**src/rtl/key_matrix_emulator.sv**
```systemverilog
// rtl/key_matrix_emulator.sv - scripted 4x6 keypad model with contact bounce for scanner loopback
module key_matrix_emulator #(
  parameter int BOUNCE_CYC = 2000,
  parameter int HOLD_UNIT  = 1000,
  parameter int GAP_CYC    = 5000
) (
  input  logic        clk,
  input  logic        rst_n,
  input  logic [3:0]  key_out,
  output logic [5:0]  key_in,
  input  logic        req_valid,
  output logic        req_ready,
  input  logic [4:0]  req_code,
  input  logic [15:0] req_hold,
  output logic        busy,
  output logic        done,
  output logic        err
);

  typedef enum logic [2:0] {
    S_IDLE = 3'd0,
    S_MAKE = 3'd1,
    S_HOLD = 3'd2,
    S_BRK  = 3'd3,
    S_GAP  = 3'd4
  } state_t;

  localparam logic [31:0] BOUNCE_LD   = 32'(BOUNCE_CYC - 1);
  localparam logic [31:0] GAP_LD      = 32'(GAP_CYC - 1);
  localparam logic [31:0] HOLD_UNIT_W = 32'(HOLD_UNIT);
  localparam logic [15:0] LFSR_SEED   = 16'hACE1;
  localparam logic [4:0]  NUM_KEYS    = 5'd24;

  state_t      state_q, state_d;
  logic [31:0] cnt_q, cnt_d;
  logic [15:0] lfsr_q, lfsr_d;
  logic        contact_q, contact_d;
  logic [4:0]  code_q, code_d;
  logic [15:0] hold_q, hold_d;
  logic        err_q, err_d;

  logic        accept;
  logic        code_legal;
  logic [15:0] lfsr_step;
  logic [31:0] hold_cycles;

  assign accept      = req_valid && (state_q == S_IDLE);
  assign code_legal  = (req_code < NUM_KEYS);
  // Right-shifting Fibonacci form of taps 16,14,13,11; bit 0 is the chatter source
  assign lfsr_step   = {lfsr_q[0] ^ lfsr_q[2] ^ lfsr_q[3] ^ lfsr_q[5], lfsr_q[15:1]};
  assign hold_cycles = {16'd0, hold_q} * HOLD_UNIT_W;

  // State register: FSM, timer, chatter generator, contact and latched request
  always_ff @(posedge clk or negedge rst_n) begin
    if (!rst_n) begin
      state_q   <= S_IDLE;
      cnt_q     <= 32'd0;
      lfsr_q    <= LFSR_SEED;
      contact_q <= 1'b0;
      code_q    <= 5'd0;
      hold_q    <= 16'd0;
      err_q     <= 1'b0;
    end else begin
      state_q   <= state_d;
      cnt_q     <= cnt_d;
      lfsr_q    <= lfsr_d;
      contact_q <= contact_d;
      code_q    <= code_d;
      hold_q    <= hold_d;
      err_q     <= err_d;
    end
  end

  // Next-state: phase sequencing, timer reloads and contact level for the coming cycle
  always_comb begin
    state_d = state_q;
    cnt_d   = cnt_q;
    lfsr_d  = lfsr_q;
    code_d  = code_q;
    hold_d  = hold_q;
    err_d   = err_q;

    // The generator only runs while the contact is chattering, so each fresh
    // reset reproduces the same bounce pattern for the first press.
    if (state_q == S_MAKE || state_q == S_BRK) begin
      lfsr_d = lfsr_step;
    end

    case (state_q)
      S_IDLE: begin
        if (accept) begin
          code_d = req_code;
          hold_d = (req_hold == 16'd0) ? 16'd1 : req_hold;
          if (code_legal) begin
            state_d = S_MAKE;
            cnt_d   = BOUNCE_LD;
            err_d   = 1'b0;
          end else begin
            // No key to press: skip straight to the quiet gap so done still pulses
            state_d = S_GAP;
            cnt_d   = GAP_LD;
            err_d   = 1'b1;
          end
        end
      end
      S_MAKE: begin
        if (cnt_q == 32'd0) begin
          state_d = S_HOLD;
          cnt_d   = hold_cycles - 32'd1;
        end else begin
          cnt_d = cnt_q - 32'd1;
        end
      end
      S_HOLD: begin
        if (cnt_q == 32'd0) begin
          state_d = S_BRK;
          cnt_d   = BOUNCE_LD;
        end else begin
          cnt_d = cnt_q - 32'd1;
        end
      end
      S_BRK: begin
        if (cnt_q == 32'd0) begin
          state_d = S_GAP;
          cnt_d   = GAP_LD;
        end else begin
          cnt_d = cnt_q - 32'd1;
        end
      end
      S_GAP: begin
        if (cnt_q == 32'd0) begin
          state_d = S_IDLE;
          cnt_d   = 32'd0;
        end else begin
          cnt_d = cnt_q - 32'd1;
        end
      end
      default: begin
        state_d = S_IDLE;
        cnt_d   = 32'd0;
      end
    endcase

    // Contact follows the phase being entered so the first chatter sample
    // appears the cycle right after accept.
    case (state_d)
      S_MAKE, S_BRK: contact_d = lfsr_d[0];
      S_HOLD:        contact_d = 1'b1;
      default:       contact_d = 1'b0;
    endcase
  end

  // Outputs: handshake/status and the combinational column-to-row switch path
  always_comb begin
    req_ready = (state_q == S_IDLE);
    busy      = (state_q != S_IDLE);
    done      = (state_q == S_GAP) && (cnt_q == 32'd0);
    err       = err_q;
    key_in    = 6'b111111;
    for (int r = 0; r < 6; r++) begin
      if ((code_q < NUM_KEYS) && (code_q[4:2] == 3'(r))) begin
        key_in[r] = ~(contact_q & ~key_out[code_q[1:0]]);
      end
    end
  end

endmodule

```
**config.mk**
```make
export PLATFORM = sky130hd
export DESIGN_NAME = key_matrix_emulator
export DESIGN_NICKNAME = d
export VERILOG_FILES = /design/src/rtl/key_matrix_emulator.sv
export SDC_FILE = /design/constraint.sdc
export NUM_CORES = 1
export LEC_CHECK = 0
export ABC_AREA = 1
export BUFFER_PORTS_ARGS = -buffer_cell sky130_fd_sc_hd__buf_4
export CORE_ASPECT_RATIO = 0.5
export CORE_UTILIZATION = 60
export CTS_CLUSTER_SIZE = 14
export DETAILED_ROUTE_END_ITERATION = 6
export PLACE_DENSITY = 0.78
export SYNTH_ARGS = -nofsm -noshare
export SYNTH_HDL_FRONTEND = slang
export SYNTH_SLANG_ARGS = --single-unit
export TNS_END_PERCENT = 30
```
**constraint.sdc**
```tcl
create_clock -name clk -period 5.19 [get_ports clk]
set_input_delay 1.038 -clock clk [delete_from_list [all_inputs] [get_ports clk]]
set_output_delay 1.038 -clock clk [all_outputs]
set_load 0.01 [all_outputs]
```
# --- Yosys cells after proc, flatten, opt, wreduce, memory -nomap -nowiden ---
# Cells that the tools add are included.
# Widths: inputs -> output; s select.
op_classes:
  reduce_logical: 16
  order_cmp: 3
  addsub: 2
  n_bitwise: 6
  mux: 26
  n_eq_ne: 13
  mul: 1
ops:
  columns: ["cell", "count"]
  rows:
  - ["$mux 32", 5]
  - ["$pmux 32 s5", 1]
  - ["$logic_not 32->1", 1]
  - ["$sub 32x1->32 const B", 1]
  - ["$sub 26x1->27 const B", 1]
  - ["$mul 16x7->23 const B", 1]
  - ["$eq 3x2->1 const B", 6]
  - ["$mux 3", 6]
  - ["$logic_not 16->1", 1]
  - ["$mux 16", 1]
  - ["$pmux 3 s5", 1]
  - ["$mux 13", 1]
  - ["$lt 5x5->1 const B", 2]
  - ["$eq 3x1->1 const B", 3]
  - ["$eq 3x3->1 const B", 3]
  - ["$mux 1", 9]
  - ["$logic_and 1x1->1", 8]
  - ["$logic_not 3->1", 2]
  - ["$lt 2x3->1 const B", 1]
  - ["$reduce_bool 3->1", 1]
  - ["$xor 1x1->1", 3]
  - ["$bmux 1 s2", 1]
  - ["$ne 2x1->1 const B", 1]
  - ["$not 1->1", 2]
  - ["other kinds (5)", 5]
word_totals:
  word_cells: 75
  input_bits: 28
  out_inout_bits: 10
  ff_bits: 74

# --- Logic depth before layout (Yosys ltp) ---
depth:
  ltp_word: 7
  depth_mapped: 26
  depth_no_buf: 26

# --- Least setup slack after synthesis ---
# No wires, ideal clock.
synth_path:
  kind: "register to register"
  from: "register hold_q[11]"
  to: "register cnt_q[26]"
  path_stages_with_launch: 25
  setup_time_ns: 0.068
  arrival_time_ns: 4.269
  synth_period_minus_slack_ns: 4.337
  required_time_ns: 5.122
  setup_slack_ns: 0.853
  n_path_buf: 0
  path_cell_list: "dfrtp_1 > inv_1 > fa_1 > fa_1 > inv_1 > fa_1 > inv_1 > fa_1 > inv_1 > ha_1 > nand2_1 > inv_2 > nand2_1 > inv_1 > a21oi_2 > nand2_1 > nand2_1 > nand2_2 > nor2_4 > nand2_2 > nor2_4 > nand2_2 > o21ai_4 > nand2_1 > nand3_1"
synth_via:
  elab_chain_len: 4
synth_lines:
  columns: ["item", "line_no", "text"]
  rows:
  - ["start: declaration", "39", "logic [15:0] hold_q, hold_d;"]
  - ["start signal: assignment", "69", "hold_q <= hold_d;"]
  - ["$mul 16x7->23", "51", "assign hold_cycles = {16'd0, hold_q} * HOLD_UNIT_W;"]
  - ["$sub 26x1->27", "109", "cnt_d = hold_cycles - 32'd1;"]
  - ["$mux 32", "107", "if (cnt_q == 32'd0) begin"]
  - ["$pmux 32 s5", "89", "case (state_q)"]
  - ["end signal: assignment", "65", "cnt_q <= cnt_d;"]
  - ["end: declaration", "35", "logic [31:0] cnt_q, cnt_d;"]
# No other way between the ends.
# A chain may end at the register's enable or synchronous reset.

# --- Final worst setup path ---
layout_path:
  from: "register hold_q[3]"
  to: "register cnt_q[30]"
# The elaborated chain is that of the path after synthesis.

==> flow_summary.yaml <==
run_status:
  status: "finished, final reports clean"
yosys:
  ys_types: 49
  synth.area.top_cells: "dfrtp_1, nand2_1, fa_1"
  syn_inst: 1166
  yosys_warnings: 0
  ys_seq_area_frac: 0.228
  synth_nets: 1303
  yosysTopAreaCell: "dfrtp_1"
  synth_area_mm2: 0.00816
  synth_top_area_share: 0.202
  avgSynthCellArea_um2: 7.00
  ys_ff_latch: 74
place:
  routabilityCongestion: 0.945
  place.detailed.hpwl_mm: 15.7
  numPortBuffers: 37
cts:
  clockBufferDepth: 2
  cts-root-buf: "clkbuf_16"
  path_clk_slew_ns: 0.08
  clock_latency_ns: 0.35
  cts_sinks: 74
  cts_made_buffers: 9
  htree_levels: 3
  cts_tree: "done"
  cts_setup_buffers: 0
cells_and_area:
  antennaDiodeCount: 0
  final_nets: 1339
  area_growth_pct: 9.25
  drive_above_1_share: 0.118
  fillers: 1059
routing:
  routed_wirelength_mm: 20.0
  ant_nets: 0
  drc: 0
  drtPass1Iterations: 5
  drtIter0Drc: 493
  avgViaCountPerCell: 5.41
  drt-wirelength-per-cell_um: 14.5
  vias: 7447
floorplanning:
  dieArea_mm2: 0.0141
  die_w_um: 167
  dieHeight_um: 84.5
  start_util: 0.630
  num_io_pins: 38
  core.rowCount: 29
  coreArea_mm2: 0.0130
timing:
  final_hold_viol_count: 0
  fin_tns_setup_ns: 0
  setup_viol: 0
  fmax_ghz: 0.206
  period_minus_slack_ns: 4.86
  post-route-period-util: 0.937
  slew_viol_final: 0
  slew_headroom: 0.352
  finClkSkew_ns: 0.0127
  grt_setup_unrepaired: "false"
  tightest_slew_ns: 0.972
worst_setup_path:
  cpMostUsedCell: "nand2_1"
  slowest_delay_ns: 0.57
  endpoint_kind: "flip-flop"
  arrival_ns: 5.15
  crit_type: "flip-flop to flip-flop"
  cp_top_family: "adder cells"
  crit_fanout: 6
  path_cells: "inv_1 -> fa_1 -> fa_1 -> fa_1 -> fa_1 -> inv_1 -> ha_1 -> nand2_1 -> inv_1 -> nand2_1 -> nand3_2 -> nand2_1 -> nand2_1 -> nand2_1 -> nand2_1 -> nor2_2 -> nand2_2 -> nor2_4 -> nand2_2 -> o21ai_4 -> nand2_1 -> nand3_1"
  reg2reg_depth: 22
  worst_ep_required_time_ns: 5.48
  cp_num_buf_inv: 3
  cp-startpoint: "hold_q[3]"
  timing.rr.start: "hold_q[3]"
  startpoint_type: "flip-flop"
  crit_cells: 22
  slowest_stage: "fa_1"
min_path:
  hp-class: "flip-flop to flip-flop"
  min_path_cells: 2
  min_from: "lfsr_q[13]"
global_route:
  overflow: 0
  grt_pass1_wl_mm: 34.3
  grtUsageTotal: 0.302
  grt_pass1_vias: 7373
  grt_max_degree: 75
  antenna_found_initial: 0
job:
  max-cap-violations: 0
==> sequential cells by signal, indices dropped and copies added (netlist names) <==
register and flops:
cnt_q 32, hold_q 16, lfsr_q 16, code_q 5, state_q 3, contact_q 1, err 1
==> final cells by class <==
cell class              instances  area [µm²]  share of cell area
well taps                     170         213              0.0239
flip-flops and latches         74        1860               0.209
clock buffers                   9         225              0.0253
multi-input cells             861        5410               0.607
clock inverters                 7        82.6             0.00926
repair buffers                 42         315              0.0354
inverters                     214         805              0.0903
==> layer usage <==
layer | vias to the layer above | track usage | routed length [µm]
met5 | - | 0 | 0
met4 | 0 | 0.0749 | 247
met3 | 29 | 0.0528 | 1150
met2 | 227 | 0.503 | 9240
met1 | 3465 | 0.412 | 9340
li1 | 3726 | - | -
==> worst register-to-register path: cells and delay by family (launching register included) <==
kind / cells / cell delay [ns]
buffers and inverters: 3 / 0.32
and+or+nand+nor: 13 / 1.39
DFF: 1 / 0.44
AOI/OAI and AO/OA: 1 / 0.23
adders and majority gates: 5 / 2.39
==> metrics by stage <==
stage,util,std cells,hold WS (ns),worst slack (ns),area [µm²]
2_1_floorplan,-,1166,0.442,0.853,8160
3_3_place_gp,0.664,1361,0.453,0.475,8600
3_5_place_dp,0.664,1361,0.452,0.345,8600
4_1_cts,0.688,1377,0.464,0.338,8910
5_1_grt,0.688,1377,0.487,0.0417,8910
6_report,0.688,1377,0.462,0.328,8910
==> logic make-up after synthesis <==
| kind of cell | count (synthesis) | share of synthesized area |
|---|---|---|
| xor gates and xnor gates | 28 | 0.0301 |
| DFF | 74 | 0.228 |
| buffers and inverters | 231 | 0.109 |
| and+or+nand+nor | 593 | 0.326 |
| AOI/OAI and AO/OA | 131 | 0.0897 |
| adders and majority gates | 109 | 0.217 |
==> synth_stat cells (all sizes together) <==
cell / number
nor3: 14
nor4: 9
dfstp: 8
a21boi: 1
buf: 9
xor2: 20
o221ai: 2
nor2: 121
xnor2: 8
a21o: 1
nand3b: 5
o211ai: 4
o21ai: 73
nand3: 77
or2: 2
a311oi: 1
a22o: 1
inv: 213
o21a: 1
and2: 3
nand4: 19
o22ai: 2
nor3b: 1
clkinv: 1
a211oi: 1
clkbuf: 8
dfrtp: 66
a21oi: 39
fa: 54
ha: 55
a22oi: 2
nand2: 342
o21bai: 1
o31ai: 2
==> what timing repair did <==
item	4_1_cts	5_1_grt
setup endpoints to repair	0	5
hold buffers	0	0
resized for setup	0	4
hold endpoints to repair	0	0
==> worst paths after layout <==
check                             endpoint  slack (ns)
worst min register to register  lfsr_q[13]        0.46
worst max register to register   cnt_q[30]        0.33
min in group asynchronous        cnt_q[27]        0.82
worst max-delay path             cnt_q[30]        0.33
worst min-delay path            lfsr_q[13]        0.46
max in group asynchronous        hold_q[2]        3.66
==> cells in the final DEF (no fill, tap or decap), drive strengths merged, types with 2 or more instances in the layout <==
cell	count
clkbuf	9
fa	54
o31ai	2
dfrtp	66
xnor2	8
or2	2
a22oi	2
nor2	121
nor3	14
ha	55
nor4	9
o221ai	2
a21oi	39
o22ai	2
inv	217
buf	42
xor2	20
nand4	19
nand2	342
and2	3
o21ai	73
dfstp	8
clkinvlp	2
o211ai	4
nand3	77
nand3b	5
Power is not shown: default switching activity piles up to over one toggle a cycle in this logic, so the estimate is an artifact.
